==> src/rtl/m16_pkg.sv <==
// Shared constants, FSM state type and operand helper for the MAC stage
// that feeds the saturation stage.
package m16_pkg;

  localparam int DATA_W    = 8;
  localparam int PROD_W    = 2 * DATA_W;
  localparam int MUL_STEPS = 8;

  typedef enum logic [1:0] {
    IDLE = 2'd0,
    MUL  = 2'd1,
    ACC  = 2'd2
  } state_t;

  // Two's-complement magnitude; -128 maps to 0x80, which reads correctly as unsigned 128.
  function automatic logic [DATA_W-1:0] magnitude(input logic [DATA_W-1:0] v,
                                                  input logic              is_signed);
    return (is_signed && v[DATA_W-1]) ? -v : v;
  endfunction

endpackage

==> src/rtl/shift_add_mul8.sv <==
// Iterative unsigned 8x8 shift-add multiplier: load captures the operands,
// then one partial product is added per clock; done rises after MUL_STEPS steps.
module shift_add_mul8
  import m16_pkg::*;
(
  input  logic              clk,
  input  logic              rst_n,
  input  logic              load,
  input  logic [DATA_W-1:0] mcand,
  input  logic [DATA_W-1:0] mplier,
  output logic [PROD_W-1:0] prod,
  output logic              done
);

  localparam int CNT_W = $clog2(MUL_STEPS + 1);

  logic [PROD_W-1:0] mcand_q;
  logic [DATA_W-1:0] mplier_q;
  logic [CNT_W-1:0]  step;

  assign done = (step == CNT_W'(MUL_STEPS));

  // Out of reset the step counter sits at MUL_STEPS so no stray steps run.
  always_ff @(posedge clk or negedge rst_n) begin
    if (!rst_n) begin
      prod     <= '0;
      mcand_q  <= '0;
      mplier_q <= '0;
      step     <= CNT_W'(MUL_STEPS);
    end else if (load) begin
      prod     <= '0;
      mcand_q  <= {{DATA_W{1'b0}}, mcand};
      mplier_q <= mplier;
      step     <= '0;
    end else if (!done) begin
      if (mplier_q[0]) prod <= prod + mcand_q;
      mcand_q  <= mcand_q << 1;
      mplier_q <= mplier_q >> 1;
      step     <= step + CNT_W'(1);
    end
  end

endmodule

==> src/rtl/mac_accumulator.sv <==
// Iterative 8x8 multiply-accumulate with a wide signed accumulator; presents the
// low byte plus range flags to the downstream saturation stage.
module mac_accumulator
  import m16_pkg::*;
#(
  parameter int ACC_W = 20
) (
  input  logic              clk,
  input  logic              rst_n,
  input  logic              start,
  input  logic              clear,
  input  logic              sub,
  input  logic              signed_mode,
  input  logic [DATA_W-1:0] op_a,
  input  logic [DATA_W-1:0] op_b,
  output logic              busy,
  output logic              valid,
  output logic [DATA_W-1:0] result,
  output logic              sat_enable,
  output logic              sat_sign,
  output logic              sat_last
);

  // Handshake: start/clear are honoured only while IDLE (busy=0) and are otherwise
  // dropped; busy stays high from the accepting edge until the accumulate edge, and
  // valid pulses for exactly one cycle when result/sat_* take their new values.

  localparam int CNT_W = $clog2(MUL_STEPS);

  state_t             state;
  logic [CNT_W-1:0]   count;
  logic               neg;
  logic               mode;
  logic [ACC_W-1:0]   acc;
  logic [ACC_W-1:0]   acc_next;
  logic [ACC_W-1:0]   prod_ext;
  logic [PROD_W-1:0]  prod;
  logic               mul_done;
  logic               mul_load;
  logic               in_range;

  assign mul_load = (state == IDLE) && start;

  shift_add_mul8 u_mul (
    .clk    (clk),
    .rst_n  (rst_n),
    .load   (mul_load),
    .mcand  (magnitude(op_a, signed_mode)),
    .mplier (magnitude(op_b, signed_mode)),
    .prod   (prod),
    .done   (mul_done)
  );

  assign prod_ext = ACC_W'(prod);
  assign acc_next = neg ? (acc - prod_ext) : (acc + prod_ext);

  // Signed range: bits above bit 6 are pure sign extension. Unsigned: nothing above bit 7.
  always_comb begin
    in_range = 1'b0;
    if (mode) begin
      in_range = (&acc_next[ACC_W-1:DATA_W-1]) || !(|acc_next[ACC_W-1:DATA_W-1]);
    end else begin
      in_range = !(|acc_next[ACC_W-1:DATA_W]);
    end
  end

  always_ff @(posedge clk or negedge rst_n) begin
    if (!rst_n) begin
      state      <= IDLE;
      count      <= '0;
      neg        <= 1'b0;
      mode       <= 1'b0;
      acc        <= '0;
      busy       <= 1'b0;
      valid      <= 1'b0;
      result     <= '0;
      sat_enable <= 1'b0;
      sat_sign   <= 1'b0;
      sat_last   <= 1'b0;
    end else begin
      valid <= 1'b0;
      case (state)
        IDLE: begin
          // Clear lands first, so a combined clear+start accumulates onto zero.
          if (clear) acc <= '0;
          if (start) begin
            neg   <= (signed_mode & (op_a[DATA_W-1] ^ op_b[DATA_W-1])) ^ sub;
            mode  <= signed_mode;
            busy  <= 1'b1;
            count <= '0;
            state <= MUL;
          end
        end
        MUL: begin
          count <= count + CNT_W'(1);
          if (count == CNT_W'(MUL_STEPS - 1)) state <= ACC;
        end
        ACC: begin
          if (mul_done) begin
            acc        <= acc_next;
            result     <= acc_next[DATA_W-1:0];
            sat_enable <= !in_range;
            sat_sign   <= acc_next[ACC_W-1];
            sat_last   <= mode;
            valid      <= 1'b1;
            busy       <= 1'b0;
            state      <= IDLE;
          end
        end
        default: state <= IDLE;
      endcase
    end
  end

endmodule

==> config.mk <==
export PLATFORM = sky130hd
export DESIGN_NAME = mac_accumulator
export DESIGN_NICKNAME = d
export VERILOG_FILES = /design/src/rtl/m16_pkg.sv /design/src/rtl/shift_add_mul8.sv /design/src/rtl/mac_accumulator.sv
export SDC_FILE = /design/constraint.sdc
export NUM_CORES = 1
export LEC_CHECK = 0
export CAP_MARGIN = 30
export CORE_ASPECT_RATIO = 1.1
export CORE_MARGIN = 8
export CORE_UTILIZATION = 55
export CTS_BUF_LIST = sky130_fd_sc_hd__clkbuf_8 sky130_fd_sc_hd__clkbuf_16
export DETAILED_ROUTE_END_ITERATION = 8
export PLACE_DENSITY = 0.86
export SYNTH_ARGS = -nofsm -noshare
export SYNTH_HDL_FRONTEND = slang
export SYNTH_SLANG_ARGS = --single-unit
==> constraint.sdc <==
create_clock -name clk -period 4.7 [get_ports clk]
set_input_delay 0.94 -clock clk [delete_from_list [all_inputs] [get_ports clk]]
set_output_delay 0.94 -clock clk [all_outputs]
set_load 0.02 [all_outputs]
==> impl_results.md, run 1 <==
* Status: completed
* Total Wirelength at 13710 µm
* Levels on crit path at 16
* Syn nets at 749
* Inserted Clock Buffers at 9
* Post-cts sizing count at 0
* Maximum level of the CTS H-tree at 3
* Inst Count DP at 821
* Pre-Repair DR Iteration Count at 7
* Critical Path Max Stage Delay at 480 ps
* Worst-path fanout max at 6
* Worst clock skew at 6.911 ps
* Final Setup Violations at 0
* Post-DP HPWL at 10030 µm
* CP cell instances: inv_1, ha_1, a31oi_1, nor2_1, o21ai_0, xnor2_1, ha_1, and2_1, a31o_1, or2_1, o31ai_1, o31ai_1, nor4_1, nand4_1, nor4_1, nor3_1
* Avg Inst Size Synth at 8.319 µm²
* F_max at 0.2442 GHz
* Slew @ Worst Pin at 767.6 ps
* Slowest CP cell: nor4_1
* MaxCap Viol Count at 0
* Synth unique cells at 56
* Largest net degree at the start of global routing at 65
* Buf/Inv on CP at 1
* Kind of critical path: reg2reg
* Total clock sinks at 84
* RSZ-0062 raised after global routing: false
* Core area at 10250 µm²
* R2R depth at 16
* Diodes inserted at 0
* DR DRC count at 0
* Arrival @ worst endpoint at 4330 ps
* Register-to-register setup slack at 610 ps
* Clk pin slew, worst setup/hold paths at 70 ps
* Post-synth EDFFs at 0
* Cell Area, Synth at 5690 µm²
* Hold WS at 466.2 ps
* Total grt overflow at 0
* Hold Vio Cnt, Final at 0
* End point of the critical path: sat_enable$_DFFE_PN0P_
* Crit. End Element: flip-flop
* Peak VDD IR at 293.1 µV
* CP top delay family: simple AND/OR/NAND/NOR gates
* Sequential-to-total area share from yosys stat at 36.96%
* Die W at 113.0 µm
* Crit share post-route at 87.13%
* NumNets Final at 774
* Die area at 13860 µm²
* Share of layout cells above drive strength 1 at 5.182%
* Starting density of the core at 55.53%
* Yosys warns at 0
* Area grow syn2layout at 13.54%
* Critical R2R Launch: u_mul.prod[1]$_DFFE_PN0P_
* First-pass GRT wire length at 22980 µm
* #FFs+latches synth at 84
* Power density cells at 703.2 nW/µm²
* Post-layout util at 63.05%
* Total setup buffers inserted after CTS at 0
* Worst R2R End: sat_enable$_DFFE_PN0P_
* Fillers at 839
* Die H at 122.7 µm
* Hold/Removal Path Class: in2async
* Pleak at 3.034 nW
* Critical path startpoint: u_mul.prod[1]$_DFFE_PN0P_
* TritonCTS clock tree: yes
* CTS root buf: clkbuf_16
* Sequential cell area at 2103 µm²
* Final Wtd Congestion at 0.9275
* Main synth FF type: dfrtp_1
* Post-route ant nets at 0
* Multi-input logic area at 3403 µm²
* IO Count at 35
* Vias in the first global route at 4950
* Max_slew headroom at 47.51%
* Most frequent cells in the layout: nand2_1, dfrtp_1, nor2_1
* Buffers on Ports at 34
* Max-slew violation count at 0
* Layout Cells excl Fill at 837
* Initial DRC Count at 374
* Cells after Synth at 684
* Routed length per instance at 16.38 µm
* Async set-reset flop share out of synthesis at 100.0%
* Min Clock Period, post-route at 4095 ps
* Row count at 39
* Worst skew pair latency at 350 ps
* Drt via density at 5.987
* Number of hold buffers added after CTS at 0
* Commonest non-fill, non-tap cell in the layout: nand2_1
* Total GRT Usage at 20.37%
* Via count at 5011
* Clk buf depth at 2
* Initial antenna violation count at 0
* Critical Path RT at 4930 ps
* Setup crit start kind: flip-flop
* Final TNS setup at 0 ps
-- logic make-up after synthesis --
group / share of synthesized area, %
flops: 36.96
buf+inv: 3.232
xor+xnor: 7.849
fa+ha+maj: 9.719
simple gates: 22.38
mux: 0.7256
compound gates: 19.13
-- stage by stage --
step,power (W),instance area [µm²],setup slack (ps)
2_1_floorplan,0.003150,5690,1211
3_3_place_gp,0.003594,6126,929.9
3_5_place_dp,0.003734,6153,675.9
4_1_cts,0.004509,6461,662.2
5_1_grt,0.004906,6461,288.0
6_report,0.004544,6461,605.0
-- area by class of cell --
cell class	instances	area share (%)
tap	123	2.382
inverter	22	1.278
multi-input combinational	551	52.67
sequential	84	32.55
timing repair buffer	41	6.352
clock buffer	9	3.486
clock inverter	7	1.278
-- power breakdown --
group | leakage [nW] | switching, W | internal, W
clock network | 0.150 | 0.000324 | 0.000422
logic | 1.79 | 0.00149 | 0.00109
registers | 1.10 | 0.000263 | 0.000953
-- cells in the mapped netlist, types with 7 or more instances --
cell type	instances	area [µm²]
nor2_1	70	262.8
a31oi_1	25	156.4
dfrtp_1	83	2077
xnor2_1	29	254.0
nand3_1	16	80.08
clkbuf_1	24	90.09
inv_1	21	78.83
nor3_1	22	110.1
nand2_1	127	476.7
a21oi_1	46	230.2
o21a_1	7	52.55
a211oi_1	7	52.55
ha_1	41	513.0
xor2_1	22	192.7
a21o_1	18	135.1
o21ai_0	29	145.1
a22o_1	7	61.31
-- metal layers --
metal  share of wire (%)  global-route usage [%]  vias to the layer above
met4                 1.5                   7.000                        0
li1                    -                       -                     2466
met5                   0                       0                        -
met2                  50                   36.02                      149
met3                 5.4                   4.183                       24
met1                  43                   24.29                     2372
-- flip-flops by register name, indices dropped and copies added (netlist names) --
register        flops
mode                1
valid               1
u_mul.mcand_q      16
count               3
result              8
sat_sign            1
u_mul.step          4
sat_enable          1
u_mul.mplier_q      8
acc                20
u_mul.prod         16
busy                1
state               2
neg                 1
sat_last            1
-- worst register-to-register path: stages, from the launching register on --
cell and delay (ps):
dfrtp_1 450, inv_1 130, ha_1 200, a31oi_1 130, nor2_1 360, o21ai_0 190, xnor2_1 160, ha_1 340
and2_1 170, a31o_1 210, or2_1 240, o31ai_1 290, o31ai_1 170, nor4_1 480, nand4_1 150, nor4_1 220
nor3_1 80
-- how the worst min path moves through the flow --
stage	cells after the start	endpoint	slack (ps)
final	1	result[3]$_DFFE_PN0P_	470
after global routing	1	acc[14]$_DFFE_PN0P_	490
after CTS	1	result[1]$_DFFE_PN0P_	480
after detailed placement	1	result[5]$_DFFE_PN0P_	470
after global placement	2	sat_sign$_DFFE_PN0P_	460
after floorplan	2	acc[0]$_DFFE_PN0P_	450
No activity file was read; power rests on OpenSTA's default activity.
==> run 2, diff against run 1 <==
--- a/config.mk
+++ b/config.mk
@@ -6,12 +6,12 @@
 export NUM_CORES = 1
 export LEC_CHECK = 0
 export CAP_MARGIN = 30
-export CORE_ASPECT_RATIO = 1.1
 export CORE_MARGIN = 8
 export CORE_UTILIZATION = 55
 export CTS_BUF_LIST = sky130_fd_sc_hd__clkbuf_8 sky130_fd_sc_hd__clkbuf_16
 export DETAILED_ROUTE_END_ITERATION = 8
-export PLACE_DENSITY = 0.86
+export DONT_BUFFER_PORTS = 1
+export PLACE_DENSITY = 0.81
 export SYNTH_ARGS = -nofsm -noshare
 export SYNTH_HDL_FRONTEND = slang
 export SYNTH_SLANG_ARGS = --single-unit
==> run 2 against run 1 <==
Against the previous run:
- critical endpoint unchanged
- sequential power hardly changed
- first-iteration DRC count decreased by 12%
- flip-flop and latch count unchanged
- combinational power down 5%
- power decreased by 8.6%
- highest routed layer unchanged
- count of clock-buffer cells in the layout rose by 2
- core utilization down 4.4 points
- die area about the same
- design area fell by 7.5%
==> impl_results.md, run 2 (synthesis gave the netlist of run 1 again) <==
* Final TNS setup at 0 ps (unchanged)
* Hold/Removal Path Class: in2async
* Largest net degree at the start of global routing at 85 (+31%)
* Status: completed
* Register-to-register setup slack at 820 ps (+220 ps)
* RSZ-0062 raised after global routing: false
* Pleak at 2.839 nW (-6.4%)
* R2R depth at 16 (unchanged)
* IO Count at 35 (unchanged)
* Post-cts sizing count at 0 (unchanged)
* Hold Vio Cnt, Final at 0 (unchanged)
* Core area at 10180 µm² (-0.61%)
* First-pass GRT wire length at 21910 µm (-4.7%)
* Row count at 37 (-5.1%)
* Drt via density at 6.017 (+0.51%)
* Buf/Inv on CP at 1 (unchanged)
* Diodes inserted at 0 (unchanged)
* Worst clock skew at 8.511 ps (+1.599 ps)
* Most frequent cells in the layout: nand2_1, dfrtp_1, nor2_1
* Arrival @ worst endpoint at 4130 ps (-200 ps)
* Min Clock Period, post-route at 3878 ps (-217.2 ps)
* DR DRC count at 0 (unchanged)
* Commonest non-fill, non-tap cell in the layout: nand2_1
* Starting density of the core at 55.87% (+0.34 points)
* Sw Share at 46.90% (+1.1 points)
* Seq pwr share at 29.9% (+3.1 points)
* Number of hold buffers added after CTS at 0 (unchanged)
* Vias in the first global route at 4672 (-5.6%)
* Max_slew headroom at 53.84% (+6.3 points)
* Final Wtd Congestion at 0.9289 (+0.15%)
* Setup crit start kind: flip-flop
* Total GRT Usage at 18.89% (-1.5 points)
* Clk buf depth at 2 (unchanged)
* Critical Path RT at 4960 ps (+30 ps)
* Initial antenna violation count at 0 (unchanged)
* NumNets Final at 738 (-4.7%)
* Max FFs per register at 20 (unchanged)
* Setup WS post-layout at 822.2 ps (+217.2 ps)
* Die area at 13860 µm² (about the same)
* Slew @ Worst Pin at 690.7 ps (-76.84 ps)
* Power share of the clock group at 11.4% (-5.0 points)
* Total setup buffers inserted after CTS at 0 (unchanged)
* Critical Path Max Stage Delay at 440 ps (-40 ps)
* Crit share post-route at 82.51% (-4.6 points)
* Buffers on Ports at 0 (-100%)
* Largest registers: acc x20, u_mul.mcand_q x16, u_mul.prod x16
* Area grow syn2layout at 5.013%
* TritonCTS clock tree: yes
* Total Wirelength at 12760 µm (-6.9%)
* Clk pin slew, worst setup/hold paths at 80 ps (about the same)
* Slowest CP cell: dfrtp_1
* Total clock sinks at 84 (unchanged)
* MaxCap Viol Count at 0 (unchanged)
* CP cell instances: inv_1, ha_1, a31oi_1, nor2_1, o21ai_0, xnor2_1, ha_1, and2_1, a31o_1, or2_1, o31ai_1, o31ai_1, nor4_1, nand4_1, nor4_1, nor3_1
* CP top delay family: simple AND/OR/NAND/NOR gates
* Logic gate share of total power at 58.7% (+1.9 points)
* Pre-Repair DR Iteration Count at 5 (-2)
* Die H at 117.7 µm (-4.0%)
* Die W at 117.7 µm (+4.2%)
* Switching power total at 0.001947 W (-6.4%)
* Inserted Clock Buffers at 9 (unchanged)
* End point of the critical path: sat_enable$_DFFE_PN0P_
* Fillers at 913 (+8.8%)
* Levels on crit path at 16 (unchanged)
* Setup WS pre-CTS at 848.5 ps (+172.6 ps)
* Via count at 4898 (-2.3%)
* Maximum level of the CTS H-tree at 3 (unchanged)
* F_max at 0.2579 GHz (+5.6%)
* Worst-path fanout max at 6 (unchanged)
* Critical path startpoint: u_mul.prod[1]$_DFFE_PN0P_
* Crit. End Element: flip-flop
* Hold WS at 258.0 ps (-208.1 ps)
* CTS root buf: clkbuf_8
* Routed length per instance at 15.67 µm (-4.3%)
* Peak VDD IR at 356.5 µV (+22%)
* Kind of critical path: reg2reg
* Power density cells at 694.6 nW/µm² (-1.2%)
* Worst R2R End: sat_enable$_DFFE_PN0P_
* Initial DRC Count at 328 (-12%)
* Internal cell power at 0.002204 W (-11%)
* Share of layout cells above drive strength 1 at 4.867% (-0.31 points)
* Largest Register: acc
* Final Setup Violations at 0 (unchanged)
* Worst skew pair latency at 370 ps (+20 ps)
* Total grt overflow at 0 (unchanged)
* Post-route ant nets at 0 (unchanged)
* Max-slew violation count at 0 (unchanged)
* Post-DP HPWL at 9585 µm (-4.4%)
* Critical R2R Launch: u_mul.prod[1]$_DFFE_PN0P_
run 2: changes by cell type in the layout (fill, tap and decap cells not counted), moves of 2 or more:
cell             before  now
inv_6                 2    0
clkinv_2              1    3
clkbuf_8              0   11
clkdlybuf4s50_1      33    0
inv_8                 2    0
buf_4                 7    5
clkbuf_16             9    0
run 2: worst min path at each step:
| stage | slack, ps | from | endpoint | depth (start not counted) |
|---|---|---|---|---|
| 6_report | 260 | rst_n | acc[11]$_DFFE_PN0P_ | 0 |
| 5_1_grt | 250 | rst_n | sat_sign$_DFFE_PN0P_ | 0 |
| 4_1_cts | 250 | rst_n | sat_sign$_DFFE_PN0P_ | 0 |
| 3_5_place_dp | 480 | acc[0]$_DFFE_PN0P_ | acc[0]$_DFFE_PN0P_ | 2 |
| 3_3_place_gp | 460 | acc[0]$_DFFE_PN0P_ | acc[0]$_DFFE_PN0P_ | 2 |
| 2_1_floorplan | 450 | acc[0]$_DFFE_PN0P_ | acc[0]$_DFFE_PN0P_ | 2 |
run 2: power groups by stage:
stage               Sequential [W]  Combinational [W]  Clock (W)
floorplan                  0.00115            0.00200          0
global placement           0.00123            0.00229          0
detailed placement         0.00125            0.00240          0
CTS                        0.00124            0.00242   0.000483
global route               0.00128            0.00272   0.000505
finish                     0.00124            0.00244   0.000474
run 2: area by class of cell:
type	instances	area, µm²	area share (%)
Clock buffer	11	151.4	2.533
Tap cell	136	170.2	2.848
Timing Repair Buffer	5	37.54	0.6281
Multi-Input combinational cell	551	3403	56.95
Clock inverter	5	27.53	0.4606
Inverter	22	82.58	1.382
Sequential cell	84	2103	35.20
run 2: per-layer routing:
metal  part of all wire [%]  vias up  track usage, %
li1                       -     2386               -
met1                     43     2342           22.51
met2                     49      144           32.12
met3                    6.3       26           4.844
met4                    1.9        0           7.046
met5                      0        -               0
run 2: worst reg2reg max path: cells and delay by family, from the launching register on:
kind                       cells  cell delay [ps]
and+or+nand+nor                7             1490
xor gates and xnor gates       1              160
DFF                            1              440
buffers and inverters          1              140
adders and majority gates      2              560
AOI/OAI and AO/OA              5              970
run 2: per-stage QoR:
step	power, W	utilization (%)	area (µm²)	cells
finish	0.004151	58.67	5976	814
CTS	0.004137	58.67	5976	814
global route	0.004506	58.67	5976	814
detailed placement	0.003657	56.92	5797	798
floorplan	0.003150	-	5690	684
global placement	0.003522	56.92	5797	798
==> run 3, diff against run 2 <==
--- a/config.mk
+++ b/config.mk
@@ -11,7 +11,7 @@
 export CTS_BUF_LIST = sky130_fd_sc_hd__clkbuf_8 sky130_fd_sc_hd__clkbuf_16
 export DETAILED_ROUTE_END_ITERATION = 8
 export DONT_BUFFER_PORTS = 1
-export PLACE_DENSITY = 0.81
+export PLACE_DENSITY = 0.84
 export SYNTH_ARGS = -nofsm -noshare
 export SYNTH_HDL_FRONTEND = slang
 export SYNTH_SLANG_ARGS = --single-unit
==> constraint.sdc (replaced) <==
create_clock -name clk -period 3.22 [get_ports clk]
set_input_delay 0.644 -clock clk [delete_from_list [all_inputs] [get_ports clk]]
set_output_delay 0.644 -clock clk [all_outputs]
set_load 0.02 [all_outputs]
==> run 3 against run 2 <==
Against the previous run:
- the run now ends with negative setup slack left
- global-route usage up 1.9 points
- fmax increased by 14%
- die area unchanged
- via count up 4.2%
- sequential power up 37%
- worst setup slack lost 1000 ps
- first-iteration DRC count rose by 59%
- power grew 74%
==> impl_results.md, run 3 (synthesis gave the netlist of run 1 again) <==
* Worst clock skew at 9.135 ps (+0.6238 ps)
* Initial antenna violation count at 0 (unchanged)
* Die W at 117.7 µm (unchanged)
* Setup crit start kind: flip-flop
* Row count at 37 (unchanged)
* Largest Register: acc
* Fillers at 790 (-13%)
* Pre-Repair DR Iteration Count at 5 (unchanged)
* Final Wtd Congestion at 0.9194 (-1.0%)
* RSZ-0062 raised after global routing: true
* Worst-path fanout max at 4 (-2)
* Max FFs per register at 20 (unchanged)
* Sequential cell area at 2103 µm² (unchanged)
* Die H at 117.7 µm (unchanged)
* F_max at 0.2935 GHz (+14%)
* Initial DRC Count at 523 (+59%)
* Post-layout util at 65.25% (+6.6 points)
* Inserted Clock Buffers at 9 (unchanged)
* Largest net degree at the start of global routing at 84 (-1.2%)
* Met3 Use GR at 4.221% (-0.62 points)
* MaxCap Viol Count at 0 (unchanged)
* Power density cells at 1087 nW/µm² (+56%)
* Post-route ant nets at 0 (unchanged)
* DR DRC count at 0 (unchanged)
* GRT met1 Usage at 24.28% (+1.8 points)
* Total clock sinks at 84 (unchanged)
* Diodes inserted at 0 (unchanged)
* Critical Path RT at 3470 ps (-1490 ps)
* Slew @ Worst Pin at 511.3 ps (-179.5 ps)
* Total power draw at 0.007221 W (+74%)
* Buffers on Ports at 0 (unchanged)
* Pleak at 3.177 nW (+12%)
* DP Area at 6215 µm² (+7.2%)
* Die area at 13860 µm² (unchanged)
* Worst skew pair latency at 370 ps (about the same)
* Clk pin slew, worst setup/hold paths at 90 ps (about the same)
* Total GRT Usage at 20.81% (+1.9 points)
* NumNets Final at 798 (+8.1%)
* Post-DP HPWL at 10300 µm (+7.4%)
* Sw Share at 44.13% (-2.8 points)
* Kind of critical path: reg2reg
* Maximum level of the CTS H-tree at 3 (unchanged)
* Starting density of the core at 55.87% (unchanged)
* Drt via density at 5.842 (-2.9%)
* Logic gate share of total power at 64.3% (+5.6 points)
* Routed length per instance at 16.06 µm (+2.5%)
* Hold Vio Cnt, Final at 0 (unchanged)
* Core area at 10180 µm² (unchanged)
* IO Count at 35 (unchanged)
* Critical path startpoint: u_mul.prod[4]$_DFFE_PN0P_
* Total Wirelength at 14040 µm (+10%)
* Grt met2 use at 36.73% (+4.6 points)
* Commonest non-fill, non-tap cell in the layout: nand2_1
* Internal cell power at 0.004034 W (+83%)
* TritonCTS clock tree: yes
* Violated checks: negative setup slack
* Largest registers: acc x20, u_mul.mcand_q x16, u_mul.prod x16
* Hold/Removal Path Class: in2async
* Area grow syn2layout at 16.78%
* Finished Cell Area at 6645 µm² (+11%)
* Switching power total at 0.003187 W (+64%)
* Total grt overflow at 0 (unchanged)
* Multi-input logic area at 3547 µm² (+4.2%)
* Power share of the clock group at 12.1% (+0.7 points)
* Max-slew violation count at 0 (unchanged)
* Clk buf depth at 2 (unchanged)
* Final Setup Violations at 2 (+2)
* Final TNS setup at -281.0 ps (-281.0 ps)
* Grt peak-use layer: met2
* Crit. End Element: flip-flop
* Critical R2R Launch: u_mul.prod[4]$_DFFE_PN0P_
* Max_slew headroom at 65.62% (+12 points)
* Via count at 5106 (+4.2%)
* Setup WS post-layout at -187.1 ps (-1009 ps)
* CTS root buf: clkbuf_8
* Most frequent cells in the layout: nand2_1, dfrtp_1, nor2_1
* Min Clock Period, post-route at 3407 ps (-470.7 ps)
* Status: complete, but fails checks
* Vias in the first global route at 5197 (+11%)
* Peak VDD IR at 467.5 µV (+31%)
* First-pass GRT wire length at 24260 µm (+11%)
* Crit share post-route at 105.8% (+23 points)
* Seq pwr share at 23.6% (-6.3 points)
* Arrival @ worst endpoint at 3660 ps (-470 ps)
* Share of layout cells above drive strength 1 at 16.40% (+12 points)
## run 3: timing repair
action	in CTS	in global routing
setup buffers	5	2
endpoints found under the setup margin	5	11
resized for setup	9	23
pin swaps	6	13
hold buffers	1	0
endpoints found under the hold margin	83	0
## run 3: path summary, 6_finish.rpt
check                                                     end  slack [ps]  depth (start not counted)
worst max register to register         sat_enable$_DFFE_PN0P_        -190                         15
max in group asynchronous       u_mul.mcand_q[12]$_DFFE_PN0P_        2730                          1
worst min-delay path                u_mul.step[3]$_DFFE_PN1P_         110                          0
worst min register to register             acc[0]$_DFFE_PN0P_         490                          2
worst max-delay path                   sat_enable$_DFFE_PN0P_        -190                         15
min in group clk                             mode$_DFFE_PN0P_         390                          2
## run 3: metrics by stage
step,worst slack [ps],hold slack [ps],cells
after global routing,-448.9,98.22,874
after CTS,-167.0,102.9,873
after global placement,-111.5,350.9,851
final,-187.1,113.8,874
after detailed placement,-243.4,351.0,851
after floorplan,-122.5,348.4,684
## run 3: routing by layer
metal	share of wire [%]	up-vias
met5	0	-
met1	42	2445
met3	5.1	31
li1	-	2498
met2	50	132
met4	2.6	0
## run 3: area by class of cell
type	count	share of cell area, %
multi-input cells	551	53.38
flip-flops and latches	84	31.65
repair buffers	65	7.645
well taps	136	2.561
clock buffers	11	2.278
clock inverters	5	1.243
inverters	22	1.243
## run 3: worst max-delay path, cell delays in order, from the launching register on
cell	delay [ps]
dfrtp_1	400
nor3_2	170
nand2_1	90
or4_4	450
nor2_2	100
nor2_1	50
xnor2_1	140
ha_2	350
nand4_1	130
a211o_1	340
a2111oi_4	340
o21a_1	200
o21ai_1	70
nor4_1	210
and4_1	210
nor3_1	50
## run 3: power by group through the flow
stage / Clock (W) / Sequential [W] / Combinational (W)
CTS: 0.000883 / 0.00170 / 0.00443
finish: 0.000876 / 0.00170 / 0.00464
global placement: 0 / 0.00170 / 0.00406
global route: 0.000932 / 0.00175 / 0.00512
detailed placement: 0 / 0.00172 / 0.00428
floorplan: 0 / 0.00167 / 0.00294
